## src/rtl/trackball_quad_enc.sv

```systemverilog
// Emulated trackball encoder: N axes of signed motion deltas become paced quadrature
// (or direction + clock) pulse trains. Optional `TRAK_SCALE_EN adds a scale_i sensitivity shift.
`timescale 1ns/1ps
module trackball_quad_enc #(
   parameter int AXES     = 2,
   parameter int DW       = 8,
   parameter int ACC_W    = 12,
   parameter int STEP_DIV = 1
) (
   input  logic                 clk_sys,
   input  logic                 reset_n,
   input  logic [AXES*DW-1:0]   delta_i,
   input  logic                 delta_vld_i,
   input  logic [AXES-1:0]      invert_i,
   input  logic                 mode_i,
`ifdef TRAK_SCALE_EN
   input  logic [1:0]           scale_i,
`endif
   output logic [AXES-1:0]      enc_a_o,
   output logic [AXES-1:0]      enc_b_o,
   output logic [AXES-1:0]      busy_o
);

   localparam int PW  = (STEP_DIV > 1) ? $clog2(STEP_DIV) : 1;
   // Delta after sign extension plus up to 3 bits of left shift.
   localparam int DXW = DW + 4;
   localparam int SW  = ((ACC_W > DXW) ? ACC_W : DXW) + 2;
   localparam logic signed [SW-1:0] ACC_MAX = SW'((64'sd1 <<< (ACC_W - 1)) - 64'sd1);
   localparam logic signed [SW-1:0] ACC_MIN = ~ACC_MAX;

   logic [PW-1:0] presc_reg;
   logic          tick;
   logic [1:0]    shift_amt;

`ifdef TRAK_SCALE_EN
   assign shift_amt = scale_i;
`else
   assign shift_amt = 2'd0;
`endif

   assign tick = (presc_reg == PW'(STEP_DIV - 1));

   always_ff @(posedge clk_sys or negedge reset_n) begin
      if (!reset_n) begin
         presc_reg <= '0;
      end else if (tick) begin
         presc_reg <= '0;
      end else begin
         presc_reg <= presc_reg + PW'(1);
      end
   end

   genvar gi;
   generate
      for (gi = 0; gi < AXES; gi++) begin : g_axis
         logic signed [ACC_W-1:0] acc_reg, acc_next;
         logic [1:0]              phase_reg, phase_next;
         logic                    dir_reg, dir_next;
         logic                    clk_reg, clk_next;
         logic                    enc_a_reg, enc_b_reg, busy_reg;
         logic signed [DW:0]      d_ext;
         logic signed [SW-1:0]    d_scaled;
         logic signed [SW-1:0]    sum;
         logic                    step_pos, step_neg;
         logic [1:0]              gray_next;

         always_comb begin
            d_ext = {delta_i[gi*DW + DW - 1], delta_i[gi*DW +: DW]};
            if (invert_i[gi]) begin
               d_ext = -d_ext;
            end
            d_scaled = delta_vld_i ? (SW'(d_ext) <<< shift_amt) : '0;

            step_pos = tick && !acc_reg[ACC_W-1] && (acc_reg != '0);
            step_neg = tick && acc_reg[ACC_W-1];

            // Wide sum so the clamp sees the true value and never wraps.
            sum = SW'(acc_reg) + d_scaled;
            if (step_pos) begin
               sum = sum - SW'(1);
            end else if (step_neg) begin
               sum = sum + SW'(1);
            end

            if (sum > ACC_MAX) begin
               acc_next = ACC_MAX[ACC_W-1:0];
            end else if (sum < ACC_MIN) begin
               acc_next = ACC_MIN[ACC_W-1:0];
            end else begin
               acc_next = sum[ACC_W-1:0];
            end

            phase_next = phase_reg;
            dir_next   = dir_reg;
            clk_next   = clk_reg;
            if (step_pos) begin
               phase_next = phase_reg + 2'd1;
               dir_next   = 1'b1;
               clk_next   = ~clk_reg;
            end else if (step_neg) begin
               phase_next = phase_reg - 2'd1;
               dir_next   = 1'b0;
               clk_next   = ~clk_reg;
            end
            gray_next = {phase_next[1], phase_next[1] ^ phase_next[0]};
         end

         always_ff @(posedge clk_sys or negedge reset_n) begin
            if (!reset_n) begin
               acc_reg   <= '0;
               phase_reg <= 2'd0;
               dir_reg   <= 1'b0;
               clk_reg   <= 1'b0;
               enc_a_reg <= 1'b0;
               enc_b_reg <= 1'b0;
               busy_reg  <= 1'b0;
            end else begin
               acc_reg   <= acc_next;
               phase_reg <= phase_next;
               dir_reg   <= dir_next;
               clk_reg   <= clk_next;
               enc_a_reg <= mode_i ? dir_next : gray_next[1];
               enc_b_reg <= mode_i ? clk_next : gray_next[0];
               busy_reg  <= (acc_next != '0);
            end
         end

         assign enc_a_o[gi] = enc_a_reg;
         assign enc_b_o[gi] = enc_b_reg;
         assign busy_o[gi]  = busy_reg;
      end
   endgenerate

endmodule

```

## config.mk

```make
export PLATFORM = sky130hd
export DESIGN_NAME = trackball_quad_enc
export DESIGN_NICKNAME = d
export VERILOG_FILES = /design/src/rtl/trackball_quad_enc.sv
export SDC_FILE = /design/constraint.sdc
export NUM_CORES = 1
export LEC_CHECK = 0
export ABC_AREA = 1
export BUFFER_PORTS_ARGS = -buffer_cell sky130_fd_sc_hd__buf_2
export CORE_ASPECT_RATIO = 0.6
export CORE_MARGIN = 8
export CORE_UTILIZATION = 40
export CTS_CLUSTER_SIZE = 20
export DETAILED_ROUTE_END_ITERATION = 6
export MAX_ROUTING_LAYER = met4
export SLEW_MARGIN = 20
export SYNTH_ARGS = -nofsm -noshare
export SYNTH_HDL_FRONTEND = slang
export SYNTH_SLANG_ARGS = --single-unit
```

## constraint.sdc

```tcl
create_clock -name clk_sys -period 3.5 [get_ports clk_sys]
set_clock_uncertainty 0.05 [all_clocks]
set_input_delay 0.175 -clock clk_sys [delete_from_list [all_inputs] [get_ports clk_sys]]
set_output_delay 0.175 -clock clk_sys [all_outputs]
set_load 0.02 [all_outputs]
```

# Word-level counts from Yosys, hierarchy flattened
# Index checks and enable logic that the tools add are counted.
# word_totals
register_bits	39
out_inout_bits	6
word_cells	78
# classes
addsub	13
magnitude_cmp	4
muxes	29
n_bitwise	5
n_reduce_logical	12
# op_table
operator	n
14-bit 2-to-1 mux	6
12-bit 2-to-1 mux	4
12-bit nonzero test	4
12-bit by 14-bit adder with 14-bit output	2
14-bit by 2-bit adder with 14-bit output, second input constant	2
14-bit by 12-bit > comparator with 1-bit output, second input constant	2
14-bit by 12-bit < comparator with 1-bit output, second input constant	2
14-bit by 2-bit subtractor with 14-bit output, second input constant	2
9-bit 2-to-1 mux	2
8-bit negation with 9-bit output	2
1-bit 2-to-1 mux	13
2-bit 2-to-1 mux	4
1-bit logical AND	6
2-bit by 1-bit adder with 2-bit output, second input constant	2
2-bit by 1-bit subtractor with 2-bit output, second input constant	2
1-bit inverter	3
1-bit zero test	2
1-bit bitwise XOR	2
1-bit adder, second input constant	1

# Longest topological paths before layout
# Gate-level depths: netlist (run 1).
# depth
depth_word	11
mapped_depth	30
depth_no_buf	29

# Worst setup path before layout (run 1)
# OpenSTA, ideal clock, no wires.
# synth_path
path_kind	input to register
from	input port delta_vld_i
to	register g_axis[0].busy_reg
setup_ns	0.119
arrival_ns	2.991
path_slack_ns	0.341
path_stages	23
n_path_buf	2
path_cell_list	clkbuf_1 clkinv_1 nor3_1 inv_1 fa_1 inv_1 ha_1 inv_1 nor3_1 nand2_1 nor2_1 nand2_1 nor2_1 nand2_1 nand3_1 nand2_1 nand2_1 nand2_4 buf_6 o21ai_2 nand2_1 nor2_1 nand2_1
# synth_via
elab_chain_cells	9
elab_cells_between_ends	11
classes_between	add/sub: 3; order compare: 2; mux: 5; reduce/logical: 1
# synth_lines
item	line_no	rtl
start, declared	13	input logic delta_vld_i,
14-bit 2-to-1 mux *	72	d_scaled = delta_vld_i ? (SW'(d_ext) <<< shift_amt) : '0;
12-bit by 14-bit adder with 14-bit output *	78	sum = SW'(acc_reg) + d_scaled;
14-bit by 2-bit adder with 14-bit output	82	sum = sum + SW'(1);
14-bit 2-to-1 mux	81	end else if (step_neg) begin
14-bit 2-to-1 mux *	79	if (step_pos) begin
14-bit by 12-bit < comparator with 1-bit output	87	end else if (sum < ACC_MIN) begin
12-bit 2-to-1 mux	87	
12-bit 2-to-1 mux *	85	if (sum > ACC_MAX) begin
12-bit nonzero test *	124	busy_reg <= (acc_next != '0);
end signal, assigned	124	
end, declared	60	logic enc_a_reg, enc_b_reg, busy_reg;
# Every way passes the cells marked *; elsewhere a longest branch is shown, timed or not.

# Final worst setup path (run 1)
# layout_path
from	input port delta_i[8]
to	register g_axis[1].busy_reg
# layout_via
elab_chain_cells	11
elab_cells_between_ends	13
classes_between	add/sub: 4; order compare: 2; mux: 6; reduce/logical: 1
# layout_lines
item	line_no	rtl
start, declared	12	input logic [AXES*DW-1:0] delta_i,
8-bit negation with 9-bit output	70	d_ext = -d_ext;
9-bit 2-to-1 mux *	69	if (invert_i[gi]) begin
14-bit 2-to-1 mux *	72	
12-bit by 14-bit adder with 14-bit output *	78	
14-bit by 2-bit adder with 14-bit output	82	
14-bit 2-to-1 mux	81	
14-bit 2-to-1 mux *	79	
14-bit by 12-bit < comparator with 1-bit output	87	
12-bit 2-to-1 mux	87	
12-bit 2-to-1 mux *	85	
12-bit nonzero test *	124	
end signal, assigned	124	
end, declared	60	
# Marked as above.

==> results of run 1 <==
[cells in the final DEF, fill, tap and decap left out, drive strengths merged]
master | Yosys | routed
nor3b | 2 | 2
o21ai | 29 | 29
a31oi | 1 | 1
ha | 32 | 32
buf | 11 | 116
fa | 2 | 2
dfrtp | 38 | 38
xnor2 | 5 | 5
clkinv | 2 | 4
o22ai | 4 | 4
nand2 | 299 | 299
o31ai | 1 | 1
xor2 | 21 | 21
nor3 | 24 | 24
a21oi | 30 | 30
and2 | 1 | 1
clkbuf | 1 | 6
nand3b | 1 | 1
inv | 126 | 126
nand3 | 90 | 90
dlygate4sd3 | 0 | 1
a221oi | 2 | 2
and3 | 2 | 2
nor2 | 83 | 83
nand4 | 13 | 13
[path summary, 6_finish.rpt]
kind	to	slack [ns]	depth (start not counted)
max in group asynchronous	g_axis[1].acc_reg[5]	2.38	2
max reg2reg	g_axis[1].busy_reg	0.44	20
min reg2reg	g_axis[1].clk_reg	0.42	1
min in group asynchronous	g_axis[1].phase_reg[1]	0.48	2
max	g_axis[1].busy_reg	0.30	28
min	g_axis[0].enc_b_reg	0.13	2
[power by group through the flow]
stage | clock network (mW) | registers (mW) | logic [mW]
final | 0.432 | 0.817 | 4.51
after detailed placement | 0 | 0.806 | 4.26
after global routing | 0.468 | 0.824 | 5.05
after floorplan | 0 | 0.710 | 2.81
after global placement | 0 | 0.810 | 4.30
after CTS | 0.450 | 0.801 | 4.30
[metal layers]
layer / global-route usage (%) / vias up / part of all wire, %
met1: 31.3 / 2325 / 58
li1: - / 2820 / -
met4: 1.75 / 0 / 0.29
met2: 20.7 / 192 / 31
met5: - / - / 0
met3: 4.32 / 5 / 10
[stage by stage]
| step | TNS (ns) | hold WS [ns] |
|---|---|---|
| 3_3_place_gp | -3.86 | 0.280 |
| 4_1_cts | 0 | 0.124 |
| 3_5_place_dp | -2.58 | 0.287 |
| 6_report | 0 | 0.129 |
| 5_1_grt | -0.0457 | 0.172 |
| 2_1_floorplan | 0 | -0.171 |
[cells by family (layout without fill, tap and decap cells)]
family	count (synthesis)	count (layout)	share of synthesized area [%]
xor+xnor	26	26	4.93
flops	38	38	19.9
buf+inv	140	253	12.0
compound gates	67	67	7.76
fa+ha+maj	34	34	9.23
simple gates	515	515	46.1
[repair_timing]
action                                  4_1_cts  5_1_grt
setup buffers                                 0        3
endpoints found under the setup margin        0       25
gates resized for setup                       0       37
hold buffers                                  1        0
endpoints found under the hold margin        38        0
[cell type report]
| cell class | count | share of cell area [%] |
|---|---|---|
| clock buffers | 6 | 2.15 |
| clock inverters | 2 | 0.229 |
| inverters | 128 | 8.03 |
| multi-input cells | 642 | 56.5 |
| flip-flops and latches | 38 | 15.9 |
| well taps | 165 | 3.44 |
| repair buffers | 117 | 13.8 |
==> impl_metrics.py, run 1 <==
metrics = {
    "outcome": {
        "status": "completed",
    },
    "critical_path": {
        "critPathLaunchType": "input port",
        "crit_path_max_incr_delay_ns": 0.32,
        "slowest_stage": "ha_4",
        "cp.required_ns": 3.62,
        "crit_arrival_ns": 3.32,
        "critPathKind": "in2reg",
        "startpoint": "delta_i[8]",
        "rr_startpoint": "g_axis[1].acc_reg[0]",
        "crit_buf_inv": 5,
        "timing.critical_path.mode_cell": "nand2_1",
        "cp-end-kind": "flip-flop",
        "crit_fanout": 10,
        "critical_path.top_delay_family": "simple AND/OR/NAND/NOR gates",
    },
    "clocking": {
        "clk_pin_slew_ns": 0.06,
        "root_buffer": "clkbuf_16",
        "htreeDepth": 2,
        "clockBufferDepth": 2,
        "cts.sinks": 38,
        "cts_made_buffers": 5,
        "clk_latency_ns": 0.28,
        "cts_tree": "built",
    },
    "finish": {
        "nFillCells": 1216,
        "layout-drive-gt1-share_pct": 21.1,
        "largest_register_ffs": 24,
        "design_area_um2": 6000,
        "multi_input_area_um2": 3390,
        "stdcell_count": 1098,
        "seq_area_um2": 951,
        "layout.nets": 988,
        "area_delta_synth_final_pct": 25.7,
        "antenna_cells": 0,
        "postLayoutCoreUtil_pct": 50.7,
    },
    "detailed_routing": {
        "drt-total-wl_um": 14400,
        "vias_per_cell": 4.87,
        "drc": 0,
        "num_vias": 5342,
        "drt-initial-drc-count": 469,
        "drt_pass1_iterations": 5,
        "wl_per_cell_um": 13.1,
        "final_antenna_net_count": 0,
    },
    "power_and_ir_drop": {
        "p_sw_share_pct": 53.3,
        "total_power_mw": 5.75,
        "power_frac_clock_pct": 7.5,
        "power.density_nw_per_um2": 959,
        "comb_power_share_pct": 78.3,
        "p_switching_mw": 3.07,
        "power_frac_seq_pct": 14.2,
        "p_leak_nw": 3.35,
        "internal-power_mw": 2.69,
        "ir_drop_mv": 0.314,
    },
    "job": {
        "maxCapViolCount": 0,
    },
    "logic_synthesis": {
        "ys_warn_count": 0,
        "synth_top_area_cell": "nand2_1",
        "synthesis.nets": 876,
        "synth-seq-area-share_pct": 19.9,
        "synth_cells": 820,
        "ys.flop_type": "dfrtp_1",
        "async_reset_ff_share_pct": 100,
        "netlist_area_um2": 4770,
        "synthTopCellsByCount": "nand2_1, inv_1, nand3_1, nor2_1, dfrtp_1",
        "avgSynthCellArea_um2": 5.82,
        "ys_ff_latch": 38,
        "synthTopCellsByArea": "nand2_1, dfrtp_1, nand3_1, inv_1, ha_1",
        "synth_cell_types": 36,
        "synth_top_area_share_pct": 22.0,
        "synth_most_common_cell": "nand2_1",
        "synth_edf_count": 0,
    },
    "place": {
        "portBuffers": 27,
        "dpl.hpwl_um": 11900,
        "dp.cells": 1086,
        "dpl_cell_area_um2": 5680,
        "dp_slack_ns": -0.260,
        "place_congestion": 0.942,
    },
    "floorplanning": {
        "row_count": 31,
        "die_w_um": 157,
        "die-area_um2": 15800,
        "initial_core_util_pct": 40.3,
        "die_h_um": 101,
        "io_pins": 28,
        "core_area_um2": 11800,
    },
    "sta": {
        "max_freq_mhz": 313,
        "hold_viol": 0,
        "fin_ws_ns": 0.302,
        "relSlewSlack_pct": 44.5,
        "worst_pin_slew_ns": 0.833,
        "period_needed_ns": 3.20,
        "setup_viol": 0,
        "slew_viol_final": 0,
        "fin_crit_sh_pct": 91.4,
    },
    "grt": {
        "grt_pass1_wl_um": 23000,
        "grt_max_degree": 39,
        "antenna_found_initial": 0,
        "grt_usage_pct": 18.6,
        "grt_overflow": 0,
        "first_global_vias": 4647,
    },
    "hold_path": {
        "hold_path.class": "in2reg",
        "hold_start": "mode_i",
    },
}
Note: power is estimated with default switching activity, not from simulation.
==> run 2, diff against run 1 <==
Settings changed: ABC_AREA 1 to 0, GPL_ROUTABILITY_DRIVEN set to 0.
==> run 2 against run 1 <==
- the run now ends with negative setup slack left
- design area rose by 13%
- first-iteration DRC count shrank 23%
- flip-flop and latch count unchanged
- final cell count shrank 23%
- area after synthesis down 11%
- critical path depth is 9 lower
- power up 21%
- clock-buffer cell count did not move
- die area decreased by 9.5%
- critical endpoint unchanged
- largest cell class unchanged
==> impl_metrics.py, run 2 <==
metrics = {
    "outcome": {
        "status": "finished, violations left",
        "violations": "negative setup slack",
    },
    "logic_synthesis": {
        "synth_top_area_cell": "dfrtp_1",
        "synthTopCellsByArea": "dfrtp_1, ha_1, xnor2_1, xor2_1, o21ai_0",
        "ys.flop_type": "dfrtp_1",
        "yosys.area_share.simple_pct": 25.2,
        "synth.area.mux_share_pct": 2.91,
        "avgSynthCellArea_um2": 8.15,
        "synth-xor-area-share_pct": 11.9,
        "ys_warn_count": 0,
        "synth_cell_types": 73,
        "async_reset_ff_share_pct": 100,
        "synth_edf_count": 0,
        "synth_top_area_share_pct": 22.4,
        "synth-seq-area-share_pct": 22.4,
        "synthTopCellsByCount": "dfrtp_1, xnor2_1, nand2_1, ha_1, nor2_1",
        "synthesis.nets": 578,
        "ys_ff_latch": 38,
        "synth_most_common_cell": "dfrtp_1",
        "synth_top_family_by_area": "simple AND/OR/NAND/NOR gates",
        "synth_compound_area_share_pct": 22.4,
        "synth_cells": 522,
        "netlist_area_um2": 4250,
        "synthAdderAreaFrac_pct": 10.4,
    },
    "sta": {
        "fin_ws_ns": -0.338,
        "hold_viol": 0,
        "max_freq_mhz": 261,
        "period_needed_ns": 3.84,
        "slew_viol_final": 0,
        "setup_viol": 25,
        "fin_crit_sh_pct": 110,
        "rsz0062_at_grt": "yes",
        "relSlewSlack_pct": 43.5,
        "whs_ns": 0.152,
        "worst_pin_slew_ns": 0.848,
    },
    "clocking": {
        "clk_pin_slew_ns": 0.06,
        "cts_tree": "built",
        "cts.sinks": 38,
        "clk_latency_ns": 0.28,
        "htreeDepth": 2,
        "cts_made_buffers": 5,
        "clockBufferDepth": 2,
        "root_buffer": "clkbuf_16",
    },
    "critical_path": {
        "r2r_setup_slack_ns": -0.33,
        "critical_path.top_delay_family": "simple AND/OR/NAND/NOR gates",
        "timing.critical_path.mode_cell": "buf_6",
        "slowest_stage": "or4b_4",
        "crit_buf_inv": 7,
        "crit_arrival_ns": 3.93,
        "crit_chain": "buf_6 -> or3_4 -> o31ai_4 -> xnor2_2 -> and2_4 -> ha_4 -> buf_6 -> buf_6 -> o21a_1 -> a32oi_4 -> buf_6 -> nand4_1 -> buf_4 -> buf_4 -> inv_1 -> nor2_1 -> xnor2_2 -> nand4_1 -> or4b_4",
        "crit_fanout": 5,
        "r2r-end": "g_axis[0].acc_reg[5]",
        "cp-end-kind": "flip-flop",
        "critPathLaunchType": "input port",
        "critPathKind": "in2reg",
        "crit_path_max_incr_delay_ns": 0.54,
        "cp.required_ns": 3.59,
        "ff2ff_path_depth": 14,
        "rr_startpoint": "g_axis[0].acc_reg[0]",
    },
    "floorplanning": {
        "row_count": 29,
        "die-area_um2": 14300,
        "die_w_um": 149,
        "core_area_um2": 10500,
        "die_h_um": 95.9,
        "io_pins": 28,
        "initial_core_util_pct": 40.7,
    },
    "detailed_routing": {
        "wl_per_cell_um": 17.9,
        "drt_pass1_iterations": 5,
        "drc": 0,
        "drt-total-wl_um": 15100,
        "drt-initial-drc-count": 361,
        "final_antenna_net_count": 0,
        "vias_per_cell": 5.71,
        "num_vias": 4809,
    },
    "power_and_ir_drop": {
        "power.density_nw_per_um2": 1020,
        "internal-power_mw": 3.71,
        "comb_power_share_pct": 81.8,
        "power_frac_clock_pct": 6.6,
        "total_power_mw": 6.94,
        "ir_drop_mv": 0.448,
        "p_sw_share_pct": 46.6,
        "power_frac_seq_pct": 11.7,
        "p_switching_mw": 3.23,
        "p_leak_nw": 2.90,
    },
    "finish": {
        "layout-drive-gt1-share_pct": 49.2,
        "antenna_cells": 0,
        "layout_common_cells": "buf_4, dfrtp_1, nand2_1",
        "largest_register_ffs": 24,
        "stdcell_count": 842,
        "layout_commonest_cell": "buf_4",
        "postLayoutCoreUtil_pct": 65.0,
        "area_delta_synth_final_pct": 59.6,
        "layout.nets": 758,
        "design_area_um2": 6790,
    },
    "place": {
        "dpl.hpwl_um": 10700,
        "portBuffers": 27,
        "dp.cells": 803,
        "dpl_cell_area_um2": 5750,
    },
    "hold_path": {
        "hold_path.class": "in2reg",
        "hold_start": "mode_i",
        "hold_path_depth": 2,
        "min_to": "g_axis[1].enc_b_reg",
    },
    "grt": {
        "first_global_vias": 4660,
        "grt_usage_pct": 20.8,
        "grt_max_degree": 39,
        "grt_overflow": 0,
        "antenna_found_initial": 0,
        "grt_pass1_wl_um": 23500,
    },
    "job": {
        "maxCapViolCount": 0,
    },
}
==> run 2: changes by cell type after synthesis, moves of 9 or more <==
cell,previous run,this run
a21o_1,0,10
and2_1,0,19
clkbuf_1,1,14
inv_1,116,23
inv_2,10,0
mux2i_1,0,9
nand2_1,280,34
nand2_2,18,0
nand2b_1,0,11
nand3_1,88,8
nor2_1,78,30
xnor2_1,4,37
==> run 2: how the worst max path moves through the flow <==
stage | start | end | slack, ns | cells after the start
2_1_floorplan | delta_i[0] | g_axis[0].acc_reg[0] | -0.34 | 17
3_3_place_gp | delta_i[0] | g_axis[0].busy_reg | -0.66 | 19
3_5_place_dp | delta_i[9] | g_axis[1].acc_reg[7] | -0.75 | 19
4_1_cts | g_axis[0].acc_reg[0] | g_axis[0].acc_reg[7] | -0.34 | 14
5_1_grt | delta_i[12] | g_axis[1].busy_reg | -0.46 | 19
6_report | delta_i[12] | g_axis[1].busy_reg | -0.34 | 19
==> run 2: power by group through the flow <==
stage          Clock [mW]  Combinational (mW)  Sequential (mW)
2_1_floorplan           0                2.67            0.718
3_3_place_gp            0                4.18            0.796
3_5_place_dp            0                4.30            0.795
4_1_cts             0.458                5.12            0.792
5_1_grt             0.482                6.08            0.814
6_report            0.455                5.68            0.811
==> run 2: logic make-up after synthesis <==
family / Yosys count
and+or+nand+nor: 193
AOI/OAI and AO/OA: 141
xor gates and xnor gates: 58
buffers and inverters: 46
DFF: 38
adders and majority gates: 34
muxes: 12
==> run 2: repair_timing <==
item,4_1_cts,5_1_grt
setup buffers,20,7
setup endpoints to repair,25,25
pin swaps,41,46
hold buffers,1,0
endpoints found under the hold margin,38,0
gates resized for setup,89,55
gates cloned,3,0
==> run 2: cell type report <==
type                       count  area (um^2)
fill                         827         3660
tap                          139          174
clock buffer                   6          139
clock inverter                 2         12.5
sequential                    38          951
timing repair buffer         195         1470
multi-input combinational    439         3940
inverter                      23          106
==> run 2: layer usage <==
layer	part of all wire, %	vias to the layer above	track usage, %
met3	8.0	25	3.85
met2	41	188	29.6
met1	50	2331	30.5
li1	-	2265	-
met4	0.93	0	2.34
met5	0	-	-
==> run 2: per-stage QoR <==
stage	setup slack (ns)	TNS, ns
6_report	-0.338	-6.47
5_1_grt	-0.463	-9.48
4_1_cts	-0.337	-4.15
3_5_place_dp	-0.751	-17.26
3_3_place_gp	-0.657	-15.10
2_1_floorplan	-0.342	-3.95
